$ cat config.mk
export PLATFORM = sky130hd
export DESIGN_NAME = mp_add_ctrl
export DESIGN_NICKNAME = d
export VERILOG_FILES = /design/src/rtl/crypto_arith_pkg.sv /design/src/rtl/add32_cin.sv /design/src/rtl/mp_add_ctrl.sv
export SDC_FILE = /design/constraint.sdc
export NUM_CORES = 2
export LEC_CHECK = 0
export BUFFER_PORTS_ARGS = -buffer_cell sky130_fd_sc_hd__buf_2
export CELL_PAD_IN_SITES_DETAIL_PLACEMENT = 0
export CELL_PAD_IN_SITES_GLOBAL_PLACEMENT = 2
export CORE_UTILIZATION = 32
export CTS_BUF_LIST = sky130_fd_sc_hd__clkbuf_16
export DETAILED_ROUTE_END_ITERATION = 7
export PLACE_DENSITY = 0.8
export SETUP_SLACK_MARGIN = 0.3
export SLEW_MARGIN = 20
export SYNTH_ARGS = -nofsm -noshare
export SYNTH_HDL_FRONTEND = slang
export SYNTH_SLANG_ARGS = --single-unit
$ cat constraint.sdc
create_clock -name clk -period 6.6 [get_ports clk]
set_clock_uncertainty 0.15 [all_clocks]
set_input_delay 0.99 -clock clk [delete_from_list [all_inputs] [get_ports clk]]
set_output_delay 0.99 -clock clk [all_outputs]
set_load 0.005 [all_outputs]
$ cat src/rtl/crypto_arith_pkg.sv
// rtl/crypto_arith_pkg.sv - shared types and sizing helpers for the multi-precision adder
package crypto_arith_pkg;

    localparam int W_DEF     = 32;
    localparam int LIMBS_DEF = 8;

    typedef enum logic [1:0] {
        IDLE = 2'd0,
        RUN  = 2'd1,
        DONE = 2'd2
    } state_t;

    // Limb index width; a two-limb operand still needs one index bit.
    function automatic int idx_width(input int limbs);
        return (limbs <= 2) ? 1 : $clog2(limbs);
    endfunction

endpackage

$ cat src/rtl/add32_cin.sv
// rtl/add32_cin.sv - combinational W-bit adder with carry-in and carry-out
module add32_cin #(
    parameter int W = 32
) (
    input  logic [W-1:0] a,
    input  logic [W-1:0] b,
    input  logic         cin,
    output logic [W-1:0] sum,
    output logic         cout
);

    logic [W:0] full;

    assign full = {1'b0, a} + {1'b0, b} + {{W{1'b0}}, cin};
    assign sum  = full[W-1:0];
    assign cout = full[W];

endmodule

$ cat src/rtl/mp_add_ctrl.sv
// rtl/mp_add_ctrl.sv - limb-serial multi-precision add/subtract sequencer over one shared adder
module mp_add_ctrl
    import crypto_arith_pkg::*;
#(
    parameter int W     = W_DEF,
    parameter int LIMBS = LIMBS_DEF
) (
    input  logic             clk,
    input  logic             rst_n,
    input  logic             start,
    input  logic             op_sub,
    input  logic [W*LIMBS-1:0] a_i,
    input  logic [W*LIMBS-1:0] b_i,
    output logic             busy,
    output logic             done,
    output logic [W*LIMBS-1:0] sum_o,
    output logic             carry_o,
    output logic             zero_o
);

    localparam int N  = W * LIMBS;
    localparam int IW = idx_width(LIMBS);
    localparam logic [IW-1:0] LAST_IDX = IW'(LIMBS - 1);

    state_t        state, state_nxt;
    logic [N-1:0]  opa, opb;
    logic [IW-1:0] idx;
    logic          cin_r;
    logic          zacc;
    logic [W-1:0]  limb_a, limb_b, limb_s;
    logic          limb_c;
    logic          last_limb;
    logic          limb_zero;

    assign limb_a    = opa[int'(idx)*W +: W];
    assign limb_b    = opb[int'(idx)*W +: W];
    assign last_limb = (idx == LAST_IDX);
    assign limb_zero = (limb_s == '0);

    add32_cin #(.W(W)) u_add (
        .a    (limb_a),
        .b    (limb_b),
        .cin  (cin_r),
        .sum  (limb_s),
        .cout (limb_c)
    );

    always_ff @(posedge clk) begin
        if (!rst_n) begin
            state <= IDLE;
        end else begin
            state <= state_nxt;
        end
    end

    always_comb begin
        state_nxt = state;
        busy      = 1'b0;
        done      = 1'b0;
        case (state)
            IDLE: if (start) state_nxt = RUN;
            RUN: begin
                busy = 1'b1;
                if (last_limb) state_nxt = DONE;
            end
            DONE: begin
                done      = 1'b1;
                state_nxt = IDLE;
            end
            default: state_nxt = IDLE;
        endcase
    end

    // Subtraction is A + ~B + 1: B is inverted at capture, carry seeded with op_sub.
    always_ff @(posedge clk) begin
        if (!rst_n) begin
            opa     <= '0;
            opb     <= '0;
            idx     <= '0;
            cin_r   <= 1'b0;
            zacc    <= 1'b0;
            sum_o   <= '0;
            carry_o <= 1'b0;
            zero_o  <= 1'b0;
        end else begin
            case (state)
                IDLE: begin
                    if (start) begin
                        opa   <= a_i;
                        opb   <= op_sub ? ~b_i : b_i;
                        cin_r <= op_sub;
                        idx   <= '0;
                        zacc  <= 1'b1;
                    end
                end
                RUN: begin
                    sum_o[int'(idx)*W +: W] <= limb_s;
                    cin_r <= limb_c;
                    zacc  <= zacc & limb_zero;
                    // Flags are published as RUN ends so they are already valid while done is high.
                    if (last_limb) begin
                        carry_o <= limb_c;
                        zero_o  <= zacc & limb_zero;
                    end else begin
                        idx <= idx + 1'b1;
                    end
                end
                default: ;
            endcase
        end
    end

endmodule

==> results.sh <==
export IMPL_ctsHoldBuffers=0
export IMPL_drv_cap=0
export IMPL_finalCriticalPeriod_ns=5.55
export IMPL_grt_usage_pct=25.7
export IMPL_maxSlewViolCount=0
export IMPL_io_buffer_count=775
export IMPL_grt_max_degree=249
export IMPL_seqPwrFrac_pct=43.1
export IMPL_leakagePower_nw=16.9
export IMPL_initial_core_util_pct=32.3
export IMPL_timing_final_hold_violations=0
export IMPL_die_height_um=334
export IMPL_p_per_area_nw_per_um2=277
export IMPL_routed_wl_mm=148
export IMPL_nFillCells=11470
export IMPL_slew_headroom_pct=19.4
export IMPL_multi_input_area_um2=18200
export IMPL_cts_made_buffers=88
export IMPL_synth_main_ff_cell="dfxtp_1"
export IMPL_coreArea_um2=109000
export IMPL_r2r_end="zero_o$_SDFFE_PN0P_"
export IMPL_cp_max_fo=37
export IMPL_netlist_instances=4178
export IMPL_syn_num_nets=4734
export IMPL_final_setup_viol_count=0
export IMPL_clkLatencyLatePin_ns=0.69
export IMPL_critical_path_arrival_ns=5.95
export IMPL_overflow=0
export IMPL_htreeDepth=3
export IMPL_nNetsFinal=5291
export IMPL_synth_seq_cells=777
export IMPL_die_x_um=334
export IMPL_grt_pass1_wl_mm=210
export IMPL_synth_distinct_cells=83
export IMPL_startpoint="idx[0]$_SDFFE_PN0P_"
export IMPL_crit_path_start_kind="flop"
export IMPL_synth_edff_count=0
export IMPL_cts_resized_gates=0
export IMPL_ys_warn_count=0
export IMPL_antenna_found_initial=47
export IMPL_path_class="reg -> reg"
export IMPL_cts_root_buf="clkbuf_16"
export IMPL_max_vdd_ir_drop_mv=0.200
export IMPL_clkTransAtPathRegs_ns=0.07
export IMPL_fmax_ghz=0.180
export IMPL_avgViaCountPerCell=5.16
export IMPL_wire_per_inst_um=23.7
export IMPL_r2r_start="idx[0]$_SDFFE_PN0P_"
export IMPL_whs_path_depth=2
export IMPL_synth_most_common_cell="nand2_1"
export IMPL_seqCellArea_um2=15600
export IMPL_pwr_share_comb_pct=17.0
export IMPL_yosysSeqAreaShare_pct=44.2
export IMPL_hold_path_class="reg -> reg"
export IMPL_tightest_slew_ns=1.21
export IMPL_globalplace_congestion=0.886
export IMPL_syn_avg_cell_area_um2=8.42
export IMPL_swShare_pct=29.8
export IMPL_status="complete, no violations"
export IMPL_dr_first_iter_drc_count=2516
export IMPL_ff2ff_path_depth=13
export IMPL_async_flop_share_pct=0
export IMPL_dieArea_um2=111000
export IMPL_period_share_pct=84.1
export IMPL_dp_cells=6059
export IMPL_rows=121
export IMPL_clock_sinks=777
export IMPL_clkPwrFrac_pct=39.9
export IMPL_intPower_w=0.00833
export IMPL_hpwlAfterDp_mm=108
export IMPL_cts_tree="yes"
export IMPL_yosysTopAreaCell="dfxtp_1"
export IMPL_clock_path_buffers=3
export IMPL_drc_errors=0
export IMPL_min_to="opa[220]$_SDFFE_PN0P_"
export IMPL_syn_to_final_growth_pct=21.8
export IMPL_setup_tns_ns=0
export IMPL_synthesis_area_um2=35200
export IMPL_vias=32116
export IMPL_yosys_top_cells_area="dfxtp_1, nand2_1, mux4_2"
export IMPL_cts_setup_buffers=0
export IMPL_p_sw_w=0.00353
export IMPL_yosysTopAreaCellShare_pct=44.2
export IMPL_rsz0062_at_grt="false"
export IMPL_antenna_left=0
export IMPL_stdcell_count=6230
export IMPL_end_kind="flop"
export IMPL_synth_common_cells="nand2_1, dfxtp_1, a21oi_1, nor2_1, clkbuf_1"
export IMPL_drive_gt1_share_pct=23.4
export IMPL_r2r_slack_ns=1.05
export IMPL_hold_slack_ns=0.299
export IMPL_required_ns=7.00
export IMPL_drt_pass1_iter_count=5
export IMPL_min_delay_start="opa[220]$_SDFFE_PN0P_"
export IMPL_grt_pass1_vias=30427
export IMPL_io_pins=776
-- worst max-delay path: stages (launching register included) --
cell and delay, ns:
dfxtp_4 0.76, buf_12 0.39, mux4_2 0.55, nand2_1 0.10
nand2_1 0.12, ha_1 0.55, a21oi_1 0.25, a211oi_1 0.52
a21oi_2 0.19, o21a_1 0.26, xnor2_1 0.80, and4b_2 0.33
nand4_1 0.11, o32ai_1 0.29
-- through the flow --
step	cell area [um^2]	worst slack [ns]	util (%)	power, W
after global routing	42800	0.779	39.3	0.0123
after global placement	40100	1.20	36.8	0.00722
final	42800	1.05	39.3	0.0119
after detailed placement	40100	1.13	36.8	0.00723
after floorplan	35200	1.30	-	0.00632
after CTS	42800	1.07	39.3	0.0120
-- kinds of logic after synthesis --
group | synth area share [%]
buffers and inverters | 4.25
AOI/OAI and AO/OA | 16.1
and+or+nand+nor | 18.9
muxes | 8.23
xor gates and xnor gates | 6.82
DFF | 44.2
adders and majority gates | 1.47
-- how the worst max path moves through the flow --
stage	depth (start not counted)	slack, ns	end
after global placement	13	1.20	zacc$_SDFFE_PN0P_
after global routing	13	0.78	zero_o$_SDFFE_PN0P_
after detailed placement	13	1.13	zacc$_SDFFE_PN0P_
final	13	1.05	zero_o$_SDFFE_PN0P_
after CTS	13	1.07	zero_o$_SDFFE_PN0P_
after floorplan	16	1.30	zacc$_SDFFE_PN0P_
-- registers in the layout, indices dropped and copies added, names as in the netlist --
name / count
carry_o: 1
cin_r: 1
idx: 3
opa: 256
opb: 256
state: 2
sum_o: 256
zacc: 1
zero_o: 1
-- layer usage --
| layer | part of all wire [%] | global-route usage [%] | vias up |
|---|---|---|---|
| li1 | - | - | 15466 |
| met1 | 42 | 31.7 | 15380 |
| met2 | 50 | 45.2 | 996 |
| met3 | 4.7 | 3.79 | 250 |
| met4 | 3.5 | 9.35 | 24 |
| met5 | 0.091 | 0 | - |
-- layout make-up --
class	instances	area share (%)
Inverter	14	0.140
Tap cell	1414	4.13
Sequential cell	777	36.3
Timing Repair Buffer	831	10.4
Antenna cell	17	0.0993
Clock inverter	65	1.17
Multi-Input combinational cell	3023	42.5
Clock buffer	89	5.20
-- cell usage in the layout (no fill, tap or decap), types with 38 or more instances in the layout --
cell type	count
a211oi_1	267
ha_1	38
nor2_1	413
dfxtp_1	774
buf_4	42
nand2_1	1018
nand3_1	106
buf_2	774
mux4_2	128
clkbuf_16	89
xnor2_1	263
a21oi_1	537
-- power groups by stage --
stage          registers [W]  clock network, W  logic, W
2_1_floorplan        0.00513                 0   0.00119
3_3_place_gp         0.00521                 0   0.00201
3_5_place_dp         0.00521                 0   0.00202
4_1_cts              0.00511           0.00484   0.00203
5_1_grt              0.00514           0.00503   0.00216
6_report             0.00511           0.00474   0.00202
No activity file was read; power rests on OpenSTA's default activity.
